[config.mk]
export PLATFORM = sky130hd
export DESIGN_NAME = ctrl_fsm
export DESIGN_NICKNAME = d
export VERILOG_FILES = /design/src/rtl/ctrl_fsm.sv
export SDC_FILE = /design/constraint.sdc
export NUM_CORES = 1
export LEC_CHECK = 0
export CAP_MARGIN = 10
export CORE_UTILIZATION = 48
export CTS_CLUSTER_DIAMETER = 120
export DETAILED_ROUTE_END_ITERATION = 8
export GPL_TIMING_DRIVEN = 0
export PLACE_DENSITY_LB_ADDON = 0.12
export SYNTH_ARGS = -nofsm -noshare
export SYNTH_HDL_FRONTEND = slang
export SYNTH_SLANG_ARGS = --single-unit
[constraint.sdc]
create_clock -name clk -period 3.3 [get_ports clk]
set_input_delay 0.66 -clock clk [delete_from_list [all_inputs] [get_ports clk]]
set_output_delay 0.66 -clock clk [all_outputs]
set_load 0.03 [all_outputs]
[src/rtl/ctrl_fsm.sv]
// Multi-cycle control FSM for the bubble-sort processor: fetch handshake, decode to ALU op,
// and sequencing of execute, memory and write-back steps with sticky illegal/timeout flags.
module ctrl_fsm #(
    parameter int unsigned IMEM_WAIT_MAX = 15
) (
    input  logic        clk,
    input  logic        rst_n,
    input  logic [31:0] instr,
    input  logic        fetch_ack,
    input  logic        dmem_ack,
    input  logic        alu_zero,
    output logic        fetch_req,
    output logic        dmem_req,
    output logic        dmem_we,
    output logic [3:0]  alu_control,
    output logic        alu_src_imm,
    output logic        reg_write,
    output logic        reg_dst_rd,
    output logic        mem_to_reg,
    output logic        pc_write,
    output logic [1:0]  pc_src,
    output logic [2:0]  state,
    output logic        illegal,
    output logic        timeout
);

    localparam logic [3:0] WAIT_MAX = 4'(IMEM_WAIT_MAX);

    typedef enum logic [2:0] {
        S_FETCH  = 3'd0,
        S_DECODE = 3'd1,
        S_EXEC   = 3'd2,
        S_MEM    = 3'd3,
        S_WB     = 3'd4,
        S_HALT   = 3'd5
    } state_t;

    typedef enum logic [2:0] {
        C_RTYPE   = 3'd0,
        C_ADDI    = 3'd1,
        C_LW      = 3'd2,
        C_SW      = 3'd3,
        C_BRANCH  = 3'd4,
        C_JUMP    = 3'd5,
        C_ILLEGAL = 3'd6
    } cls_t;

    function automatic cls_t classify(input logic [31:0] ir);
        cls_t c;
        case (ir[31:26])
            6'h00: begin
                case (ir[5:0])
                    6'h20, 6'h22, 6'h24, 6'h25, 6'h00, 6'h02, 6'h2A: c = C_RTYPE;
                    default:                                         c = C_ILLEGAL;
                endcase
            end
            6'h08:                                     c = C_ADDI;
            6'h23:                                     c = C_LW;
            6'h2B:                                     c = C_SW;
            6'h04, 6'h05, 6'h07, 6'h01, 6'h06, 6'h09:  c = C_BRANCH;
            6'h02:                                     c = C_JUMP;
            default:                                   c = C_ILLEGAL;
        endcase
        return c;
    endfunction

    function automatic logic [3:0] alu_op(input logic [31:0] ir);
        logic [3:0] a;
        case (ir[31:26])
            6'h00: begin
                case (ir[5:0])
                    6'h20:   a = 4'd0;
                    6'h22:   a = 4'd1;
                    6'h24:   a = 4'd2;
                    6'h25:   a = 4'd3;
                    6'h00:   a = 4'd4;
                    6'h02:   a = 4'd5;
                    6'h2A:   a = 4'd6;
                    default: a = 4'd0;
                endcase
            end
            6'h04:   a = 4'd7;
            6'h05:   a = 4'd8;
            6'h07:   a = 4'd9;
            6'h01:   a = 4'd10;
            6'h06:   a = 4'd11;
            6'h09:   a = 4'd12;
            default: a = 4'd0;
        endcase
        return a;
    endfunction

    state_t      state_q, state_d;
    logic [31:0] ir_q, ir_d;
    logic [3:0]  cnt_q, cnt_d;
    logic        illegal_q, illegal_d;
    logic        timeout_q, timeout_d;
    cls_t        cls_s;
    logic        unused_ir_s;

    assign cls_s       = classify(ir_q);
    assign unused_ir_s = ^ir_q[25:6];
    assign state       = state_q;
    assign illegal     = illegal_q;
    assign timeout     = timeout_q;

    // State, instruction and flag registers
    always_ff @(posedge clk or negedge rst_n) begin
        if (!rst_n) begin
            state_q   <= S_FETCH;
            ir_q      <= 32'd0;
            cnt_q     <= 4'd0;
            illegal_q <= 1'b0;
            timeout_q <= 1'b0;
        end else begin
            state_q   <= state_d;
            ir_q      <= ir_d;
            cnt_q     <= cnt_d;
            illegal_q <= illegal_d;
            timeout_q <= timeout_d;
        end
    end

    // Next-state logic and output decode
    always_comb begin
        state_d     = state_q;
        ir_d        = ir_q;
        cnt_d       = cnt_q;
        illegal_d   = illegal_q;
        timeout_d   = timeout_q;
        fetch_req   = 1'b0;
        dmem_req    = 1'b0;
        dmem_we     = 1'b0;
        alu_control = 4'd0;
        alu_src_imm = 1'b0;
        reg_write   = 1'b0;
        reg_dst_rd  = 1'b0;
        mem_to_reg  = 1'b0;
        pc_write    = 1'b0;
        pc_src      = 2'd0;
        case (state_q)
            S_FETCH: begin
                fetch_req = 1'b1;
                if (fetch_ack) begin
                    ir_d     = instr;
                    pc_write = 1'b1;
                    state_d  = S_DECODE;
                end else if (cnt_q == WAIT_MAX) begin
                    timeout_d = 1'b1;
                    state_d   = S_HALT;
                end else begin
                    cnt_d = cnt_q + 4'd1;
                end
            end
            S_DECODE: begin
                case (cls_s)
                    C_ILLEGAL: begin
                        illegal_d = 1'b1;
                        state_d   = S_HALT;
                    end
                    C_JUMP: begin
                        pc_write = 1'b1;
                        pc_src   = 2'd2;
                        state_d  = S_FETCH;
                    end
                    default: state_d = S_EXEC;
                endcase
            end
            S_EXEC: begin
                alu_control = alu_op(ir_q);
                alu_src_imm = (cls_s == C_ADDI) || (cls_s == C_LW) || (cls_s == C_SW);
                case (cls_s)
                    C_BRANCH: begin
                        // ALU result of 1 (zero flag clear) means the condition holds
                        pc_write = ~alu_zero;
                        pc_src   = alu_zero ? 2'd0 : 2'd1;
                        state_d  = S_FETCH;
                    end
                    C_LW, C_SW:      state_d = S_MEM;
                    C_RTYPE, C_ADDI: state_d = S_WB;
                    default: begin
                        illegal_d = 1'b1;
                        state_d   = S_HALT;
                    end
                endcase
            end
            S_MEM: begin
                dmem_req = 1'b1;
                dmem_we  = (cls_s == C_SW);
                if (dmem_ack) begin
                    state_d = (cls_s == C_LW) ? S_WB : S_FETCH;
                end else if (cnt_q == WAIT_MAX) begin
                    timeout_d = 1'b1;
                    state_d   = S_HALT;
                end else begin
                    cnt_d = cnt_q + 4'd1;
                end
            end
            S_WB: begin
                reg_write  = 1'b1;
                reg_dst_rd = (cls_s == C_RTYPE);
                mem_to_reg = (cls_s == C_LW);
                state_d    = S_FETCH;
            end
            S_HALT: state_d = S_HALT;
            default: state_d = S_HALT;
        endcase
        if (state_d != state_q) begin
            cnt_d = 4'd0;
        end else begin
            cnt_d = cnt_d;
        end
    end

endmodule

==> flow_metrics.env <==
export IMPL_crit_path_start="ir_q[28]"
export IMPL_post_drt_wl_per_cell_um=15.3
export IMPL_dp_hpwl_um=2840
export IMPL_syn_nets=217
export IMPL_final_core_util_pct=68.4
export IMPL_p_leak_nw=0.912
export IMPL_drive_gt1_share_pct=12.4
export IMPL_max_slew_worst_pin_slew_ns=0.942
export IMPL_root_buffer="clkbuf_4"
export IMPL_finalClockSkew_ns=0.00709
export IMPL_synthArstFlopShare_pct=100
export IMPL_slew_violations=0
export IMPL_worst_skew_pair_late_latency_ns=0.32
export IMPL_status="finished, violations left"
export IMPL_clk_pin_slew_ns=0.12
export IMPL_slew_limit_headroom_pct=37.0
export IMPL_end_kind="output port"
export IMPL_dieArea_sq_um=3360
export IMPL_synth_top_area_share_pct=35.0
export IMPL_required_ns=2.64
export IMPL_gp_congestion=0.869
export IMPL_hold_viol_final=0
export IMPL_grt_usage_pct=25.0
export IMPL_worst_hold_slack_ns=0.476
export IMPL_die_h_um=57.9
export IMPL_regArea_sq_um=526
export IMPL_start_util_pct=52.6
export IMPL_synth_seq_cells=21
export IMPL_cts_max_level=1
export IMPL_hold_class="register to register"
export IMPL_synth_top_cells_by_area="dfrtp_1, mux2_2, nor2_1, nor3_1, o21ai_0"
export IMPL_cts_sinks=21
export IMPL_diodes=0
export IMPL_num_vias=1523
export IMPL_detail_route_antenna_nets=0
export IMPL_gr_total_overflow=0
export IMPL_synth_edf_count=0
export IMPL_via_per_inst=6.12
export IMPL_setup_violations_final=0
export IMPL_finalCriticalPeriod_ns=3.26
export IMPL_die_w_um=57.9
export IMPL_synth_warnings=0
export IMPL_antenna_found_initial=0
export IMPL_cts_tree="yes"
export IMPL_nets=257
export IMPL_rsz0062_at_grt="yes"
export IMPL_syn_avg_cell_area_sq_um=8.39
export IMPL_power_density_nw_per_um2=211
export IMPL_grt_pass1_vias=1463
export IMPL_core_area_sq_um=2850
export IMPL_seq_area_frac_synth_pct=35.0
export IMPL_grt_max_degree=22
export IMPL_start_kind="register"
export IMPL_grt_pass1_wl_um=6390
export IMPL_critPathKind="register to output port"
export IMPL_crit_reg2reg_launch="ir_q[3]"
export IMPL_port_buffers=35
export IMPL_synthToLayoutAreaGrowth_pct=29.9
export IMPL_hp_start="timeout"
export IMPL_fmax_mhz=307
export IMPL_synth_area_leader_cell="dfrtp_1"
export IMPL_routed_wirelength_um=3810
export IMPL_dr_pass1_iters=8
export IMPL_cts_buffers=3
export IMPL_synthFlopType="dfrtp_1"
export IMPL_synth_cell_types=44
export IMPL_syn_inst=179
export IMPL_drv_cap=0
export IMPL_cp_max_fo=10
export IMPL_clk_path_buf_depth=2
export IMPL_period_share_pct=98.7
export IMPL_crit_arrival_ns=2.60
export IMPL_io_pins=56
export IMPL_peakVddDrop_v=0.000199
export IMPL_drtIter0Drc=68
export IMPL_multi_input_area_sq_um=907
export IMPL_rows=19
export IMPL_fill_cells=247
export IMPL_drc_errors=2
export IMPL_violations="design-rule violations"
export IMPL_synthTopCellsByCount="dfrtp_1, nor2_1, nand2_1"
export IMPL_syn_area_sq_um=1500
-- area by class of cell --
class	instances	share of cell area, %
Inverter	7	1.35
Buffer	12	3.34
Multi-Input combinational cell	139	46.5
Tap cell	31	1.99
Timing Repair Buffer	35	18.5
Clock inverter	1	0.257
Sequential cell	21	26.9
Clock buffer	3	1.15
-- worst paths after layout --
kind	end	slack, ns	depth (start not counted)
max	alu_control[2]	0.04	7
min	timeout	0.48	1
max reg2reg	cnt_q[3]	1.09	7
min reg2reg	timeout	0.48	1
max in group asynchronous	ir_q[27]	1.87	1
min in group asynchronous	cnt_q[0]	0.85	1
-- report_power, final --
group          total [mW]  switching (mW)  internal (mW)
clock network       0.127          0.0820         0.0454
logic              0.0261         0.00903         0.0171
registers           0.257               0          0.257
total               0.411          0.0910          0.320
-- registers in the layout (all words and copies together), names as in the netlist --
| signal | flops |
|---|---|
| cnt_q | 4 |
| ir_q | 12 |
| state | 3 |
| timeout | 1 |
| illegal | 1 |
-- critical path: stages (launching register included) --
cell	delay, ns
dfrtp_1	0.41
clkbuf_1	0.30
nor2b_1	0.20
nand2b_1	0.08
a2111oi_1	0.43
a31oi_1	0.08
nor2_1	0.12
clkdlybuf4s50_1	0.68
-- layer usage --
metal	global-route usage, %	wire length (um)	up-vias
met4	9.52	72	0
met3	2.90	282	9
met5	0	0	-
met1	30.2	1510	709
li1	-	-	727
met2	45.3	1950	78
-- stage by stage --
stage | cell area (sq um) | worst slack, ns | setup TNS (ns) | instances | power (mW)
6_report | 1950 | 0.0428 | 0 | 249 | 0.411
3_3_place_gp | 1890 | 0.218 | 0 | 245 | 0.287
5_1_grt | 1950 | -0.110 | -0.110 | 249 | 0.426
3_5_place_dp | 1890 | 0.191 | 0 | 245 | 0.288
4_1_cts | 1930 | 0.0271 | 0 | 249 | 0.414
2_1_floorplan | 1500 | 0.0599 | 0 | 179 | 0.263
-- repair_timing --
item | in CTS | in global routing
pin swaps | 0 | 0
resized for setup | 4 | 10
cloned | 0 | 0
endpoints found under the hold margin | 0 | 0
endpoints found under the setup margin | 2 | 6
buffers inserted | 0 | 0
hold buffers | 0 | 0
-- cell families after synthesis --
group	share of synthesized area, %
AND/OR/NAND/NOR	29.6
AO/OA/AOI/OAI	18.6
flip-flops	35.0
buffers and inverters	5.92
multiplexers	8.92
XOR/XNOR	1.17
adder cells (fa/ha/maj)	0.833
-- cell usage in the layout, fill, tap and decap left out, types with 2 or more instances in the layout --
master,synthesis,final
nor3_1,14,12
nor3_2,0,2
a21oi_1,6,6
dlymetal6s2s_1,0,4
clkbuf_2,0,2
and3_1,2,2
nor2_1,21,20
o21ai_0,12,11
inv_1,7,7
clkbuf_1,8,6
clkbuf_4,0,3
and4bb_1,2,2
or3_1,3,3
nand4b_1,2,2
nand3_1,6,6
dfrtp_1,21,21
buf_6,2,2
clkdlybuf4s50_1,0,31
a211oi_1,2,2
nor2b_1,5,5
mux2_2,11,11
o211ai_1,2,2
nand2_1,16,16
a221o_1,2,2
nor4_1,3,2
a21o_1,3,3
a31oi_1,2,2
buf_2,2,2
nand2b_1,5,5
(Power assumes the default switching activity.)
